`config.mk`:
```
export PLATFORM = sky130hd
export DESIGN_NAME = arbiter_puf_ctrl
export DESIGN_NICKNAME = d
export VERILOG_FILES = /design/src/rtl/arbiter_puf_ctrl.sv
export SDC_FILE = /design/constraint.sdc
export NUM_CORES = 1
export LEC_CHECK = 0
export CORE_ASPECT_RATIO = 2
export CORE_MARGIN = 2
export CORE_UTILIZATION = 39
export CTS_CLUSTER_DIAMETER = 200
export CTS_CLUSTER_SIZE = 25
export DETAILED_ROUTE_END_ITERATION = 8
export SLEW_MARGIN = 40
export SYNTH_ARGS = -nofsm -noshare
export SYNTH_HDL_FRONTEND = slang
export SYNTH_SLANG_ARGS = --single-unit
```
`constraint.sdc`:
```
create_clock -name clk -period 3.13 [get_ports clk]
set_input_delay 0.626 -clock clk [delete_from_list [all_inputs] [get_ports clk]]
set_output_delay 0.626 -clock clk [all_outputs]
set_load 0.005 [all_outputs]
```
`src/rtl/arbiter_puf_ctrl.sv`:
```
// arbiter_puf_ctrl: sweeps a challenge range, majority-votes NUM_EVAL PUF evaluations per challenge,
// packs the voted bits into resp_word and counts bits whose votes disagreed.
module arbiter_puf_ctrl #(
    parameter int CH_W       = 8,
    parameter int RESP_BITS  = 16,
    parameter int NUM_EVAL   = 5,
    parameter int SETTLE_CYC = 4
) (
    input  logic                           clk,
    input  logic                           rst,
    input  logic                           start,
    input  logic [CH_W-1:0]                seed,
    output logic                           busy,
    output logic                           done,
    output logic [CH_W-1:0]                puf_ch,
    output logic                           puf_clr,
    output logic                           puf_launch,
    input  logic                           puf_resp,
    output logic [RESP_BITS-1:0]           resp_word,
    output logic [$clog2(RESP_BITS+1)-1:0] unstable_cnt,
    output logic                           led1,
    output logic                           led2
);
    localparam int OW = $clog2(NUM_EVAL + 1);
    localparam int BW = $clog2(RESP_BITS + 1);
    localparam logic [OW-1:0] HALF   = OW'(NUM_EVAL / 2);
    localparam logic [OW-1:0] NE     = OW'(NUM_EVAL);
    localparam logic [3:0]    NE_M1  = 4'(NUM_EVAL - 1);
    localparam logic [BW-1:0] LAST   = BW'(RESP_BITS - 1);
    localparam logic [7:0]    SET_M1 = 8'(SETTLE_CYC - 1);
    localparam logic [2:0] IDLE   = 3'd0;
    localparam logic [2:0] CLEAR  = 3'd1;
    localparam logic [2:0] LAUNCH = 3'd2;
    localparam logic [2:0] SETTLE = 3'd3;
    localparam logic [2:0] SAMPLE = 3'd4;
    localparam logic [2:0] STORE  = 3'd5;
    localparam logic [2:0] DONE   = 3'd6;

    logic [2:0]           state_q, state_d;
    logic [CH_W-1:0]      ch_q, ch_d;
    logic [RESP_BITS-1:0] resp_q, resp_d;
    logic [BW-1:0]        unst_q, unst_d;
    logic [BW-1:0]        idx_q, idx_d;
    logic [OW-1:0]        ones_q, ones_d;
    logic [3:0]           eval_q, eval_d;
    logic [7:0]           settle_q, settle_d;
    logic                 led_q, led_d;
    logic                 vote;

    always_comb begin
        state_d  = state_q;
        ch_d     = ch_q;
        resp_d   = resp_q;
        unst_d   = unst_q;
        idx_d    = idx_q;
        ones_d   = ones_q;
        eval_d   = eval_q;
        settle_d = settle_q;
        led_d    = led_q;
        vote     = ones_q > HALF;
        case (state_q)
            IDLE: if (start) begin
                state_d = CLEAR;
                ch_d    = seed;
                resp_d  = '0;
                unst_d  = '0;
                idx_d   = '0;
                ones_d  = '0;
                eval_d  = '0;
            end
            CLEAR: state_d = LAUNCH;
            LAUNCH: begin
                state_d  = SETTLE;
                settle_d = SET_M1;
            end
            SETTLE: begin
                settle_d = settle_q - 8'd1;
                state_d  = (settle_q == 8'd0) ? SAMPLE : SETTLE;
            end
            SAMPLE: begin
                ones_d  = ones_q + OW'(puf_resp);
                state_d = (eval_q < NE_M1) ? CLEAR : STORE;
                eval_d  = (eval_q < NE_M1) ? eval_q + 4'd1 : eval_q;
            end
            STORE: begin
                resp_d  = resp_q | (RESP_BITS'(vote) << idx_q);
                unst_d  = (ones_q != '0 && ones_q != NE) ? unst_q + BW'(1) : unst_q;
                led_d   = vote;
                ones_d  = '0;
                eval_d  = '0;
                state_d = (idx_q == LAST) ? DONE : CLEAR;
                // challenge advances only on leaving STORE, keeping puf_ch stable across every evaluation
                idx_d   = (idx_q == LAST) ? idx_q : idx_q + BW'(1);
                ch_d    = (idx_q == LAST) ? ch_q : ch_q + CH_W'(1);
            end
            DONE: state_d = IDLE;
            default: state_d = IDLE;
        endcase
    end

    always_ff @(posedge clk or negedge rst) begin
        if (!rst) begin
            state_q  <= IDLE;
            ch_q     <= '0;
            resp_q   <= '0;
            unst_q   <= '0;
            idx_q    <= '0;
            ones_q   <= '0;
            eval_q   <= '0;
            settle_q <= '0;
            led_q    <= 1'b0;
        end else begin
            state_q  <= state_d;
            ch_q     <= ch_d;
            resp_q   <= resp_d;
            unst_q   <= unst_d;
            idx_q    <= idx_d;
            ones_q   <= ones_d;
            eval_q   <= eval_d;
            settle_q <= settle_d;
            led_q    <= led_d;
        end
    end

    assign busy         = state_q != IDLE;
    assign done         = state_q == DONE;
    assign puf_clr      = state_q == CLEAR;
    assign puf_launch   = state_q == LAUNCH || state_q == SETTLE || state_q == SAMPLE;
    assign puf_ch       = ch_q;
    assign resp_word    = resp_q;
    assign unstable_cnt = unst_q;
    assign led1         = ~led_q;
    assign led2         = led_q;
endmodule

```
Word level (Yosys, flattened, before mapping):

Cells that the tools add are included.

* input bits: 12
* output and inout bits: 35
* bits in registers: 53
* logic and storage cells: 68

* equality and inequality tests: 12
* bitwise gates (word level): 2
* magnitude comparators: 2
* reductions and logical operators: 15
* mux-type cells: 21
* shift operators: 1
* $add $sub $neg: 6

Operators by type and width (number)
* 16-bit case mux with 2 select lines: 1
* 8-bit case mux with 2 select lines: 2
* 5-bit case mux with 2 select lines: 2
* 3-bit case mux with 6 select lines: 1
* 16-bit 2-to-1 mux: 1
* 8-bit 2-to-1 mux: 2
* 16-bit OR: 1
* 1-bit by 5-bit << shifter with 16-bit output: 1
* 3-bit 2-to-1 mux: 5
* 5-bit 2-to-1 mux: 3
* 4-bit case mux with 3 select lines: 1
* 5-bit by 1-bit adder with 5-bit output, second input constant: 2
* 3-bit equality test, second input constant: 3
* 3-bit case mux with 3 select lines: 1
* 3-bit AND reduction: 3
* 3-bit nonzero test: 3
* 8-bit by 1-bit adder with 8-bit output, second input constant: 1
* 8-bit zero test: 1
* 4-bit 2-to-1 mux: 2
* 2-bit inequality test, second input constant: 4
* 8-bit by 1-bit subtractor with 8-bit output, second input constant: 1
* 3-bit by 2-bit equality test with 1-bit output, second input constant: 2
* 5-bit by 4-bit equality test with 1-bit output, second input constant: 1
* 4-bit by 1-bit adder with 4-bit output, second input constant: 1
* 11 further kinds: 14

Longest topological paths before layout:

* depth after elaboration: 4
* depth in mapped cells: 7
* gate-level depth less buffers: 7

Worst setup path before layout:

Ideal clock, no wire load.

* path type: flip-flop to flip-flop
* start: register idx_q[1]
* end: register ch_q[3] (netlist: puf_ch[3])
* cell stages (with the launch flop): 8
* setup slack: 1.307 ns
* data required time: 3.005 ns
* path buffers: 0
* data arrival time: 1.697 ns
* path through: dfrtp_1 -> ha_1 -> and3_1 -> ha_1 -> nand3b_1 -> a21o_2 -> o21ai_0 -> o21ai_1

* cells in the longest elaborated chain, start to end: 3

RTL lines
* start, declared: line 43 `logic [BW-1:0] idx_q, idx_d;`
* start signal, assigned: line 117 `idx_q <= idx_d;`
* 5-bit by 4-bit equality test with 1-bit output: line 94 `ch_d = (idx_q == LAST) ? ch_q : ch_q + CH_W'(1);`
* 2-bit inequality test (no line)
* 3-bit AND reduction (no line)
* end signal, assigned: line 114 `ch_q <= ch_d;`
* end, declared: line 40 `logic [CH_W-1:0] ch_q, ch_d;`

Every way passes these cells.
A chain may end at the register's enable or synchronous reset.

Final worst setup path:

* start: register state_q[1]
* end: output port done

* cells in the longest elaborated chain, start to end: 1

RTL lines
* start, declared: line 39 `logic [2:0] state_q, state_d;`
* start signal, assigned: line 113 `state_q <= state_d;`
* 3-bit equality test: line 126 `assign done = state_q == DONE;`
* end, declared: line 14 `output logic done,`

Every way passes these cells.

==> results.toml <==
[detailed_routing]
initial_detailed_routing_violation_count = 102
avgRoutedWirePerCell_um = 15.7
drt_pass1_iterations = 4
post-route-drc-count = 0
vias_per_instance = 5.32
route.antenna.remaining_nets = 0
totalWireLength_um = 6470
detailroute.via_count = 2196

[synth]
netlist.area_leader.share_pct = 47.6
yosysWarningCount = 0
synth_most_common_cell = "dfrtp_1"
number_of_synthesized_flops_with_an_enable_pin = 0
postSynthNetCount = 298
commonest_cells_in_the_netlist = "dfrtp_1 (53), nand2_1 (35), nor2_1 (22)"
syn_area_per_cell_sq_um = 10.1
yosysUniqueCellTypes = 52
ys_seq_area_share_pct = 47.6
syn-instance-count = 277
synthDominantAreaCellType = "dfrtp_1"
ys_ff_latch = 53
synthFlopType = "dfrtp_1"
netlist_top_cells_area = "dfrtp_1 (48%), nand2_1 (4.7%), ha_1 (4.0%)"
post_synth_instance_area_sq_um = 2780
ys_async_sr_fraction_pct = 100

[timing]
tightestPinTransition_ns = 0.639
rsz0062_at_grt = "no"
period_minus_slack_ns = 2.58
fin_worst_skew_ns = 0.00274
period_share_pct = 82.3
final-hold-violation-count = 0
setup_viol_count_final = 0
achievable-frequency_mhz = 388
setup_tns_ns = 0
max-slew-margin-rel_pct = 57.4
timing.final.max_slew_violations = 0

[clock_network]
cts-hold-fix-buffers = 0
cts_tree = "yes"
cts_inserted_buffers = 5
cts_clock_pin_slew_for_the_worst_setup_and_hold_paths_ns = 0.07
cts.path.max_buffers = 2
numClockSinks = 53
insertion_delay_ns = 0.29
cts-root-buf = "clkbuf_16"
cts_htree_levels = 2
cts_resized = 0
cts_setup_buffers = 0

[critical_path]
required_ns = 2.50
worstSetupEndpointType = "output port"
timing.critical_path.depth = 3
cell_with_the_largest_stage_delay_on_the_worst_path = "dfrtp_1"
crit_chain = "inv_1 -> nor2_1 -> clkdlybuf4s50_1"
timing_worst_setup_path_type = "reg2out"
crit_family = "flip-flops"
launching_element_type_of_the_critical_path = "register"
worstRegToRegCells = 7
critical_path.max_fanout = 16
data_arrival_time_of_the_worst_path_ns = 1.95
critical_path.n_buffers_inverters = 2
cpPeakStageDelay_ns = 0.74

[pwr]
vdd.ir_drop.worst_mv = 0.314
p_leak_nw = 1.50
power_per_cell_area_nw_per_um2 = 432

[floorplanning]
rows = 43
core-area_sq_um = 6940
i_o_pin_total = 47
initial_core_util_pct = 40.1
floorplan.die_area_sq_um = 7870
dieHeight_um = 123
die_x_um = 63.7

[layout]
layout-drive-gt1-share_pct = 10.8
multi_input_area_sq_um = 1360
final-seq-area_sq_um = 1330
finalNetCount = 343
fill_cells = 623
antenna_cells = 0
layoutNonFillerInstCount = 413
syn2layout_area_growth_pct = 25.5

[grt]
grt_start_max_net_pins = 26
grt_pass1_vias = 2114
gr-usage-met3_pct = 3.73
grt_overflow_total = 0
grt_busiest_layer = "met2"
globalRouteTotalUtil_pct = 17.2
wire_length_of_the_first_global_routing_pass_um = 10300
antenna_found_initial = 0
met1_usage_pct = 18.7
grt_use_met2_pct = 31.8

[placement]
port-buffer-count = 46
post-place-cells = 405
place_congestion = 0.745
hpwlAfterDp_um = 4710

[job]
timing.max_cap.violations = 0

[hold_path]
class_of_the_tightest_hold_or_removal_check = "in2async"

[run_status]
status = "finished clean"
## cell type report
type / instances / area share, %
multi-input cells: 203 / 38.8
repair buffers: 51 / 14.1
well taps: 90 / 3.22
clock inverters: 2 / 1.07
flip-flops and latches: 53 / 38.0
inverters: 8 / 0.860
clock buffers: 6 / 3.98
## worst paths after layout
path                                              to  slack [ns]                      from
setup / recovery                                done        0.55    state_q[1]$_DFFE_PN0P_
hold / removal             resp_word[15]$_DFFE_PN0P_        0.32                       rst
setup reg to reg               puf_ch[3]$_DFFE_PN0P_        0.95      idx_q[0]$_DFFE_PN0P_
hold reg to reg             resp_word[2]$_DFFE_PN0P_        0.48  resp_word[2]$_DFFE_PN0P_
max in group asynchronous      eval_q[1]$_DFFE_PN0P_        2.17                       rst
min in group clk            resp_word[2]$_DFFE_PN0P_        0.48  resp_word[2]$_DFFE_PN0P_
## worst register-to-register path, cell delays in order, from the launching register on
cell,delay (ns)
dfrtp_1,0.52
ha_1,0.28
and3_1,0.18
ha_1,0.22
nand3b_1,0.26
a21o_2,0.35
o21ai_0,0.17
o21ai_1,0.09
## per-layer routing
metal	up-vias	share of wire, %
li1	1084	-
met3	5	3.2
met4	0	1.5
met5	-	0
met1	1070	39
met2	37	56
## power by group
group / leakage (nW) / switching, W / total [W] / internal (W)
Clock: 0.0831 / 0.000248 / 0.000647 / 0.000399
Combinational: 0.803 / 0.0000555 / 0.000126 / 0.0000700
Sequential: 0.610 / 0.0000293 / 0.000737 / 0.000708
## sequential cells by signal, summed over array words and instances (netlist names)
signal	cells
settle_q	8
eval_q	4
state_q	3
idx_q	5
led2	1
unstable_cnt	5
resp_word	16
puf_ch	8
ones_q	3
## metrics by stage
| stage | setup slack (ns) | utilization [%] | power, W | cell area [sq um] | hold WS (ns) |
|---|---|---|---|---|---|
| 2_1_floorplan | 1.31 | - | 0.000795 | 2780 | 0.330 |
| 3_3_place_gp | 0.835 | 47.8 | 0.000877 | 3320 | 0.466 |
| 3_5_place_dp | 0.807 | 47.8 | 0.000879 | 3320 | 0.468 |
| 4_1_cts | 0.539 | 50.3 | 0.00153 | 3490 | 0.342 |
| 5_1_grt | 0.426 | 50.3 | 0.00157 | 3490 | 0.364 |
| 6_report | 0.555 | 50.3 | 0.00151 | 3490 | 0.321 |
## cells by family (layout without fill, tap and decap cells)
kind of cell	Yosys count	count (layout)	share of synthesized area, %
xor+xnor	5	5	1.57
buf+inv	21	67	3.69
fa+ha+maj	9	9	4.05
compound gates	72	72	18.7
simple gates	110	110	21.7
flops	53	53	47.6
mux	7	7	2.65
## placed cells by master (no fill, tap or decap), types with 2 or more instances in the layout
master | synthesis | final
clkdlybuf4s50_1 | 0 | 45
a32o_1 | 7 | 7
inv_1 | 8 | 8
ha_1 | 9 | 9
o211ai_1 | 2 | 2
o31ai_1 | 2 | 2
nand2b_1 | 5 | 5
o21ai_0 | 20 | 20
a22o_1 | 8 | 8
nand4_1 | 3 | 3
nor3_1 | 2 | 2
nand3_1 | 12 | 12
mux2i_1 | 4 | 4
a2bb2oi_1 | 2 | 2
nand2_1 | 35 | 35
o21ai_1 | 4 | 4
o22ai_1 | 5 | 5
a21oi_2 | 3 | 3
a21oi_1 | 7 | 7
mux2_2 | 3 | 3
and2_1 | 4 | 4
nor2b_1 | 4 | 4
dfrtp_1 | 53 | 53
and3_1 | 5 | 5
xor2_1 | 5 | 5
a31oi_1 | 4 | 4
nor2_1 | 22 | 22
buf_4 | 1 | 5
clkbuf_16 | 0 | 5
nand3b_1 | 3 | 3
a2bb2oi_2 | 3 | 3
(Power assumes the default switching activity.)
